## src/rtl/fft_frame_loader_if.sv

```systemverilog
// Handshake bundle between the ADC sample source, the frame loader and the FFT PU.
// master drives samples and accepts frames; slave is the loader itself.
interface fft_frame_loader_if #(
    parameter int N_POINTS       = 32,
    parameter int ADC_DATA_WIDTH = 8,
    parameter int DATA_WIDTH     = 32
);
    logic                           s_valid;
    logic                           s_ready;
    logic [ADC_DATA_WIDTH-1:0]      s_data;
    logic                           s_last;
    logic                           frame_valid;
    logic                           frame_ready;
    logic [N_POINTS*DATA_WIDTH-1:0] frame_data;
    logic                           frame_err;
    logic [7:0]                     err_count;

    modport master (
        output s_valid, s_data, s_last, frame_ready,
        input  s_ready, frame_valid, frame_data, frame_err, err_count
    );

    modport slave (
        input  s_valid, s_data, s_last, frame_ready,
        output s_ready, frame_valid, frame_data, frame_err, err_count
    );
endinterface

```

## src/rtl/fft_frame_loader.sv

```systemverilog
// Streaming front end for the FFT PU: serial ADC samples are assembled into
// N_POINTS-sample frames in two ping-pong banks (optionally bit-reversed),
// converted to fixed point and presented as one flat parallel word bus.
// The two banks behave as a depth-2 frame FIFO; a malformed frame is dropped.
module fft_frame_loader #(
    parameter int N_POINTS       = 32,
    parameter int ADC_DATA_WIDTH = 8,
    parameter int DATA_WIDTH     = 32,
    parameter int FRACTION       = 16,
    parameter bit SIGNED_IN      = 1'b0,
    parameter bit BIT_REVERSE    = 1'b1
) (
    input  logic              clk,
    input  logic              reset,
    fft_frame_loader_if.slave bus
);
    localparam int AW = $clog2(N_POINTS);
    localparam logic [AW-1:0] LAST_IDX = AW'(N_POINTS - 1);

    logic [ADC_DATA_WIDTH-1:0] mem [2][N_POINTS];
    logic [1:0]    full;
    logic          wr_bank;
    logic          rd_bank;
    logic [AW-1:0] wr_cnt;
    logic          frame_err;
    logic [7:0]    err_count;

    logic          accept;
    logic          consume;
    logic          at_last;
    logic          frame_done;
    logic          framing_err;
    logic [AW-1:0] wr_idx;
    logic [N_POINTS*DATA_WIDTH-1:0] frame_flat;

    function automatic logic [AW-1:0] bitrev(input logic [AW-1:0] v);
        logic [AW-1:0] r;
        for (int b = 0; b < AW; b++) begin
            r[b] = v[AW-1-b];
        end
        return r;
    endfunction

    assign bus.s_ready     = reset & ~full[wr_bank];
    assign bus.frame_valid = full[rd_bank];
    assign bus.frame_err   = frame_err;
    assign bus.err_count   = err_count;
    assign bus.frame_data  = frame_flat;

    assign accept      = bus.s_valid & bus.s_ready;
    assign consume     = bus.frame_valid & bus.frame_ready;
    assign at_last     = (wr_cnt == LAST_IDX);
    assign frame_done  = accept & at_last & bus.s_last;
    // s_last early, or the final slot filled without s_last, both break framing
    assign framing_err = accept & (at_last ^ bus.s_last);
    assign wr_idx      = BIT_REVERSE ? bitrev(wr_cnt) : wr_cnt;

    // Sample storage: written on accept, deliberately not reset
    always_ff @(posedge clk) begin
        if (accept) begin
            mem[wr_bank][wr_idx] <= bus.s_data;
        end
    end

    // Bank flags, pointers and error bookkeeping
    always_ff @(posedge clk or negedge reset) begin
        if (!reset) begin
            full      <= 2'b00;
            wr_bank   <= 1'b0;
            rd_bank   <= 1'b0;
            wr_cnt    <= '0;
            frame_err <= 1'b0;
            err_count <= 8'd0;
        end else begin
            // frame_done needs wr_bank empty and consume needs rd_bank full,
            // so the two never target the same bank in one edge
            for (int b = 0; b < 2; b++) begin
                if (frame_done && (wr_bank == b[0])) begin
                    full[b] <= 1'b1;
                end else if (consume && (rd_bank == b[0])) begin
                    full[b] <= 1'b0;
                end
            end
            if (frame_done) begin
                wr_bank <= ~wr_bank;
            end
            if (consume) begin
                rd_bank <= ~rd_bank;
            end
            if (accept) begin
                wr_cnt <= (frame_done || framing_err) ? '0 : wr_cnt + 1'b1;
            end
            frame_err <= framing_err;
            if (framing_err && (err_count != 8'hFF)) begin
                err_count <= err_count + 8'd1;
            end
        end
    end

    for (genvar i = 0; i < N_POINTS; i++) begin : g_word
        logic [ADC_DATA_WIDTH-1:0] raw;
        logic [DATA_WIDTH-1:0]     ext;

        // Sign- or zero-extend the stored code; fixed point comes from the shift
        always_comb begin
            raw = mem[rd_bank][i];
            ext = {DATA_WIDTH{SIGNED_IN && raw[ADC_DATA_WIDTH-1]}};
            ext[ADC_DATA_WIDTH-1:0] = raw;
        end

        assign frame_flat[i*DATA_WIDTH +: DATA_WIDTH] = ext << FRACTION;
    end
endmodule
```

## src/flat_wrapper.sv

```systemverilog
// flat-port wrapper written by rule: the top's interface ports become plain ports
module fft_frame_loader_flat 
#(
    parameter int N_POINTS       = 32,
    parameter int ADC_DATA_WIDTH = 8,
    parameter int DATA_WIDTH     = 32,
    parameter int FRACTION       = 16,
    parameter bit SIGNED_IN      = 1'b0,
    parameter bit BIT_REVERSE    = 1'b1
)
  (clk, reset, bus_s_valid, bus_s_data, bus_s_last, bus_frame_ready, bus_s_ready, bus_frame_valid, bus_frame_data, bus_frame_err, bus_err_count);
  fft_frame_loader_if #(.N_POINTS(N_POINTS), .ADC_DATA_WIDTH(ADC_DATA_WIDTH), .DATA_WIDTH(DATA_WIDTH)) bus_i ();
  input  logic clk;
  input  logic reset;
  input wire logic [$bits(bus_i.s_valid)-1:0] bus_s_valid;
  input wire logic [$bits(bus_i.s_data)-1:0] bus_s_data;
  input wire logic [$bits(bus_i.s_last)-1:0] bus_s_last;
  input wire logic [$bits(bus_i.frame_ready)-1:0] bus_frame_ready;
  output wire logic [$bits(bus_i.s_ready)-1:0] bus_s_ready;
  output wire logic [$bits(bus_i.frame_valid)-1:0] bus_frame_valid;
  output wire logic [$bits(bus_i.frame_data)-1:0] bus_frame_data;
  output wire logic [$bits(bus_i.frame_err)-1:0] bus_frame_err;
  output wire logic [$bits(bus_i.err_count)-1:0] bus_err_count;
  assign bus_i.s_valid = bus_s_valid;
  assign bus_i.s_data = bus_s_data;
  assign bus_i.s_last = bus_s_last;
  assign bus_i.frame_ready = bus_frame_ready;
  assign bus_s_ready = bus_i.s_ready;
  assign bus_frame_valid = bus_i.frame_valid;
  assign bus_frame_data = bus_i.frame_data;
  assign bus_frame_err = bus_i.frame_err;
  assign bus_err_count = bus_i.err_count;
  fft_frame_loader #(.N_POINTS(N_POINTS), .ADC_DATA_WIDTH(ADC_DATA_WIDTH), .DATA_WIDTH(DATA_WIDTH), .FRACTION(FRACTION), .SIGNED_IN(SIGNED_IN), .BIT_REVERSE(BIT_REVERSE)) u_core (.clk(clk), .reset(reset), .bus(bus_i));
endmodule
```

## config.mk

```make
export PLATFORM = sky130hd
export DESIGN_NAME = fft_frame_loader_flat
export DESIGN_NICKNAME = d
export VERILOG_FILES = /design/src/rtl/fft_frame_loader_if.sv /design/src/rtl/fft_frame_loader.sv /design/src/flat_wrapper.sv
export SDC_FILE = /design/constraint.sdc
export NUM_CORES = 1
export LEC_CHECK = 0
export ABC_AREA = 1
export ABC_CLOCK_PERIOD_IN_PS = 6200
export CORE_AREA = 3 3 409 411
export CTS_CLUSTER_DIAMETER = 40
export DETAILED_ROUTE_END_ITERATION = 8
export DIE_AREA = 0 0 412 414
export GPL_ROUTABILITY_DRIVEN = 0
export PLACE_DENSITY = 0.36
export SLEW_MARGIN = 10
export SYNTH_ARGS = -nofsm -noshare
export SYNTH_HDL_FRONTEND = slang
export SYNTH_SLANG_ARGS = --single-unit
```

## constraint.sdc

```tcl
create_clock -name clk -period 6.2 [get_ports clk]
set_clock_uncertainty 0.05 [all_clocks]
set_input_delay 0.93 -clock clk [delete_from_list [all_inputs] [get_ports clk]]
set_output_delay 0.93 -clock clk [all_outputs]
set_load 0.005 [all_outputs]
```

# After elaboration in Yosys (flattened, before gate mapping)
# Memories as Yosys holds them, arrays and structs flattened.
# Cells that the tools add are included.
word_totals:
  regBits: 18
  romBits: 0
  in_bits: 13
  mem_bits_rw: 512
  mem_count: 1
  latch_bits: 0
mem_list:
  columns: ["name", "depth", "word_bits", "read_ports", "rd_ports_with_merged_regs", "write_ports", "line", "source"]
  rows:
  - ["u_core.mem", 2, 256, 1, 0, 1, "fft_frame_loader.sv:20", "logic [ADC_DATA_WIDTH-1:0] mem [2][N_POINTS];"]
classes:
  n_reduce_logical: 9
  muxes: 13
  shift: 0
  n_bitwise: 11
  multipliers: 0
  addsub: 2
  order_cmp: 4
  div: 0
  eq_ne: 2
op_table:
  columns: ["cell", "count"]
  rows:
  - ["256-bit two-way mux", 1]
  - ["8-bit demux with 5-bit select", 1]
  - ["1-bit two-way mux", 9]
  - ["8-bit by 1-bit adder with 8-bit output (second input constant)", 1]
  - ["8-bit two-way mux", 1]
  - ["8-bit != test (second input constant)", 1]
  - ["1-bit AND", 6]
  - ["6-bit greater-or-equal comparator (second input constant)", 1]
  - ["1-bit logical AND", 6]
  - ["6-bit by 1-bit less-than comparator with 1-bit output (second input constant)", 1]
  - ["5-bit NOT with 6-bit output", 1]
  - ["5-bit by 1-bit adder with 5-bit output (second input constant)", 1]
  - ["5-bit == test (second input constant)", 1]
  - ["5-bit two-way mux", 1]
  - ["1-bit by 2-bit less-than comparator with 1-bit output (second input constant)", 2]
  - ["2-bit nonzero test", 2]
  - ["1-bit NOT", 3]
  - ["1-bit logical OR", 1]
  - ["1-bit XOR", 1]

# Logic depth before layout (Yosys ltp)
logic_depth:
  ltp_word: 9
  depth_mapped: 11
  mapped_depth_nobuf: 11

# Worst setup path after synthesis
# No wires, ideal clock.
synth_path:
  kind: "input -> register"
  from: "input port reset"
  to: "memory u_core.mem[0][48] (netlist name) (enable)"
  setup_ns: 0.383
  required_ns: 5.767
  arrival_time_ns: 1.956
  cell_stages: 5
  slack_ns: 3.811
  path_cell_list: "nand3_2 > nor2_4 > buf_6 > nand2_4 > nor3_1"
synth_between:
  elab_chain_len: 4
synth_lines:
  columns: ["element", "line", "source"]
  rows:
  - ["start, declared", "flat_wrapper.sv:14", "input logic reset;"]
  - ["1-bit AND", "fft_frame_loader.sv:44", "assign bus.s_ready = reset & ~full[wr_bank];"]
  - ["1-bit AND", "fft_frame_loader.sv:50", "assign accept = bus.s_valid & bus.s_ready;"]
  - ["1-bit two-way mux", "fft_frame_loader.sv:60", "if (accept) begin"]
  - ["256-bit two-way mux (not written as such)", "fft_frame_loader.sv:61", "mem[wr_bank][wr_idx] <= bus.s_data;"]
  - ["end, declared", "fft_frame_loader.sv:20", null]
# No other way between the ends.

# Worst setup path in the final report
layout_path:
  from: "register u_core.rd_bank"
  to: "output port bus_frame_data[370]"
layout_between:
  elab_chain_len: 1
layout_lines:
  columns: ["element", "line", "source"]
  rows:
  - ["start, declared", "fft_frame_loader.sv:23", "logic rd_bank;"]
  - ["start signal, assigned", "fft_frame_loader.sv:88", "rd_bank <= ~rd_bank;"]
  - ["memory read 2 x 256 bit", null, null]
  - ["end, declared", "flat_wrapper.sv:21", "output wire logic [$bits(bus_i.frame_data)-1:0] bus_frame_data;"]
# No other way between the ends.

==> key figures <==
Worst setup path
  – Critical path endpoint category: primary output
  – CP Data Required Time: 5.22 ns
  – Worst EP arrival: 3.32 ns
  – CP max FO: 121
  – Critical Path Start Type: flop
  – Critical path class: flop to primary output

Flow run
  – Max cap viols: 0

Synth
  – Mux cell area share after synthesis: 0
  – Synth cell types: 27
  – Synth warn: 0
  – Synth Register Bits: 530
  – Synth Area in XOR/XNOR: 0.00135
  – Cell count after synthesis: 2369
  – Post-Synth Adder-Cell Area: 0.00386
  – Post-synthesis sequential area ratio: 0.611
  – Syn_area_per_cell: 10.9 um2
  – Post-synthesis simple-gate area fraction: 0.143
  – Netlist Area Pre-Place: 25900 um2
  – Combinational family with the most area after synthesis: buffers and inverters
  – Synth Area in Compound Gates: 0.00193

GRT
  – Global route overflow: 0
  – Initial antenna violation count: 11
  – Vias in the first global route: 13900
  – GRT met3 Usage: 0.0227
  – Largest net degree at the start of global routing: 156
  – GR Layer Usage met1: 0.111
  – GRT busiest layer: met2
  – Tot GR Track Use: 0.0853
  – GRT met2 Usage: 0.139
  – Global-route wire length before repair: 104000 um

Placement
  – Dpl cells: 4788
  – Detailed placement HPWL: 50800 um
  – PortBufs: 279
  – Dpl cell area: 28400 um2

Die
  – Die height: 414 um
  – Initial core utilization: 0.158
  – Core area: 164000 um2
  – Die ar.: 171000 um2
  – Die X-Extent: 412 um
  – Boundary pin count: 1048
  – Row cnt: 149

STA
  – Slew @ Worst Pin: 1.18 ns
  – Worst rel slew slack: 0.206
  – Setup violators final: 0
  – Highest clock rate: 233 MHz
  – Fin. max-slew vios: 0
  – Fin. Hold Viols: 0
  – RSZ-0062 raised after global routing: no
  – Setup TNS: 0 ns
  – Crit path time final: 4.30 ns
  – Final worst-path cycle share: 0.694

CTS
  – Clock tree buffer depth: 3
  – Clock Latency Late Sink: 0.62 ns
  – Root Buffer: clkbuf_16
  – Hold bufs inserted after CTS: 0
  – Htree depth: 3
  – PostCTS Resize Cnt: 0
  – CTS tree: done
  – CTS buffer count: 84
  – Postcts setup bufs: 0
  – CTS sink cnt: 530
  – Clock slew seen by the registers of the worst setup and hold paths: 0.05 ns

Power
  – Psw: 2.74 mW
  – Net Sw Frac: 0.266
  – Worst VDD drop: 0.187 mV
  – Sequential share of power: 0.393
  – Pleak: 12.7 nW
  – Internal power: 7.54 mW
  – PD cells: 329 nW/um2
  – Clock power frac: 0.462
  – Comb pwr share: 0.145

Routing
  – DR iter-0 viols: 801
  – DRC violations left: 0
  – Post-DR vias/cell: 2.93
  – Wirelength per Cell: 15.5 um
  – Total wire length: 76800 um
  – Final antenna-violating net count: 0
  – Vias: 14500
  – First-pass DRT Iterations: 5

Layout
  – Area growth syn-to-layout: 20.8%
  – Cell area after layout: 31300 um2
  – Fin nets: 2706
  – Finished Layout Cells: 4946
  – Layout cells sized above 1: 0.0668
  – Fill count: 18000
  – Final core utilization: 0.190

Run status
  – Status: finished clean

Hold path
  – Worst min path class: flop to flop
-- layout make-up --
class,instances,area [um2],share of cell area
flip-flops and latches,530,15800,0.506
multi-input cells,1740,6800,0.217
repair buffers,296,2930,0.0935
well taps,2189,2740,0.0875
clock buffers,98,2250,0.0718
clock inverters,58,616,0.0197
inverters,33,131,0.00420
diodes,2,5.00,0.000160
-- cells in the final DEF (no fill, tap or decap), drive strengths merged --
master | netlist | layout
nor2 | 63 | 63
clkinv | 2 | 36
nand3 | 17 | 17
inv | 31 | 38
xnor2 | 2 | 2
xor2 | 2 | 2
buf | 801 | 25
bufinv | 0 | 10
dfrtp | 18 | 18
ha | 8 | 8
nand2 | 847 | 847
nand4 | 1 | 1
clkinvlp | 0 | 7
clkdlybuf4s50 | 0 | 271
o21ai | 10 | 10
conb | 1 | 768
nor3 | 20 | 20
nand3b | 2 | 2
clkbuf | 32 | 98
edfxtp | 512 | 512
diode | 0 | 2
-- worst max-delay path, stage by stage, from the launching register on --
cell and delay, ns:
dfrtp_4 0.64, inv_8 0.64, buf_12 0.41, nand2_1 0.09, nand2_1 0.19, clkdlybuf4s50_1 0.56
-- per-stage QoR --
step | hold slack [ns] | power, mW | worst slack, ns
finish | 0.517 | 10.3 | 1.90
CTS | 0.519 | 10.5 | 1.73
global route | 0.572 | 10.8 | 1.65
floorplan | 0.465 | 5.03 | 3.81
detailed placement | 0.502 | 5.65 | 2.13
global placement | 0.504 | 5.66 | 2.21
-- power by group through the flow --
stage,combinational (mW),sequential [mW],clock (mW)
final,1.49,4.04,4.75
after global routing,1.67,4.04,5.05
after CTS,1.54,4.04,4.90
after detailed placement,1.54,4.11,0
after global placement,1.55,4.11,0
after floorplan,0.959,4.07,0
-- Yosys cell counts, drive strengths merged --
master	instances	share of area
clkinv	2	0.00029
nor3	20	0.0042
inv	31	0.0045
xor2	2	0.00068
nand3	17	0.0037
ha	8	0.0039
nand3b	2	0.00058
xnor2	2	0.00068
nand2	847	0.12
buf	801	0.23
nand4	1	0.00082
o21ai	10	0.0019
nor2	63	0.011
conb	1	0.00014
dfrtp	18	0.017
edfxtp	512	0.59
clkbuf	32	0.0046
-- state kept, by name (all words and copies together) (netlist names) --
register              flops
u_core.mem              512
u_core.bus.err_count      8
u_core.wr_cnt             5
u_core.full               2
u_core.bus.frame_err      1
u_core.rd_bank            1
u_core.wr_bank            1
-- routing by layer --
layer / up-vias / part of all wire
met2: 652 / 0.47
met1: 6977 / 0.44
li1: 6794 / -
met4: 0 / 0.021
met3: 83 / 0.071
met5: - / 0
-- final timing paths --
| check | start | end | slack, ns | cells after the start |
|---|---|---|---|---|
| worst min-delay path | u_core.bus.err_count[0] | u_core.bus.err_count[0] | 0.52 | 2 |
| worst max register to register | u_core.wr_bank | u_core.mem[1][194] | 2.54 | 7 |
| worst min register to register | u_core.bus.err_count[0] | u_core.bus.err_count[0] | 0.52 | 2 |
| worst max-delay path | u_core.rd_bank | bus_frame_data[370] | 1.90 | 5 |
| min in group asynchronous | reset | u_core.bus.err_count[6] | 0.61 | 2 |
| max in group asynchronous | reset | u_core.rd_bank | 5.22 | 2 |
-- cell families after synthesis --
group | Yosys count
AO/OA/AOI/OAI | 10
buffers and inverters | 866
adder cells (fa/ha/maj) | 8
XOR/XNOR | 4
other | 1
flip-flops | 530
AND/OR/NAND/NOR | 950
Note: power is estimated with default switching activity, not from simulation.
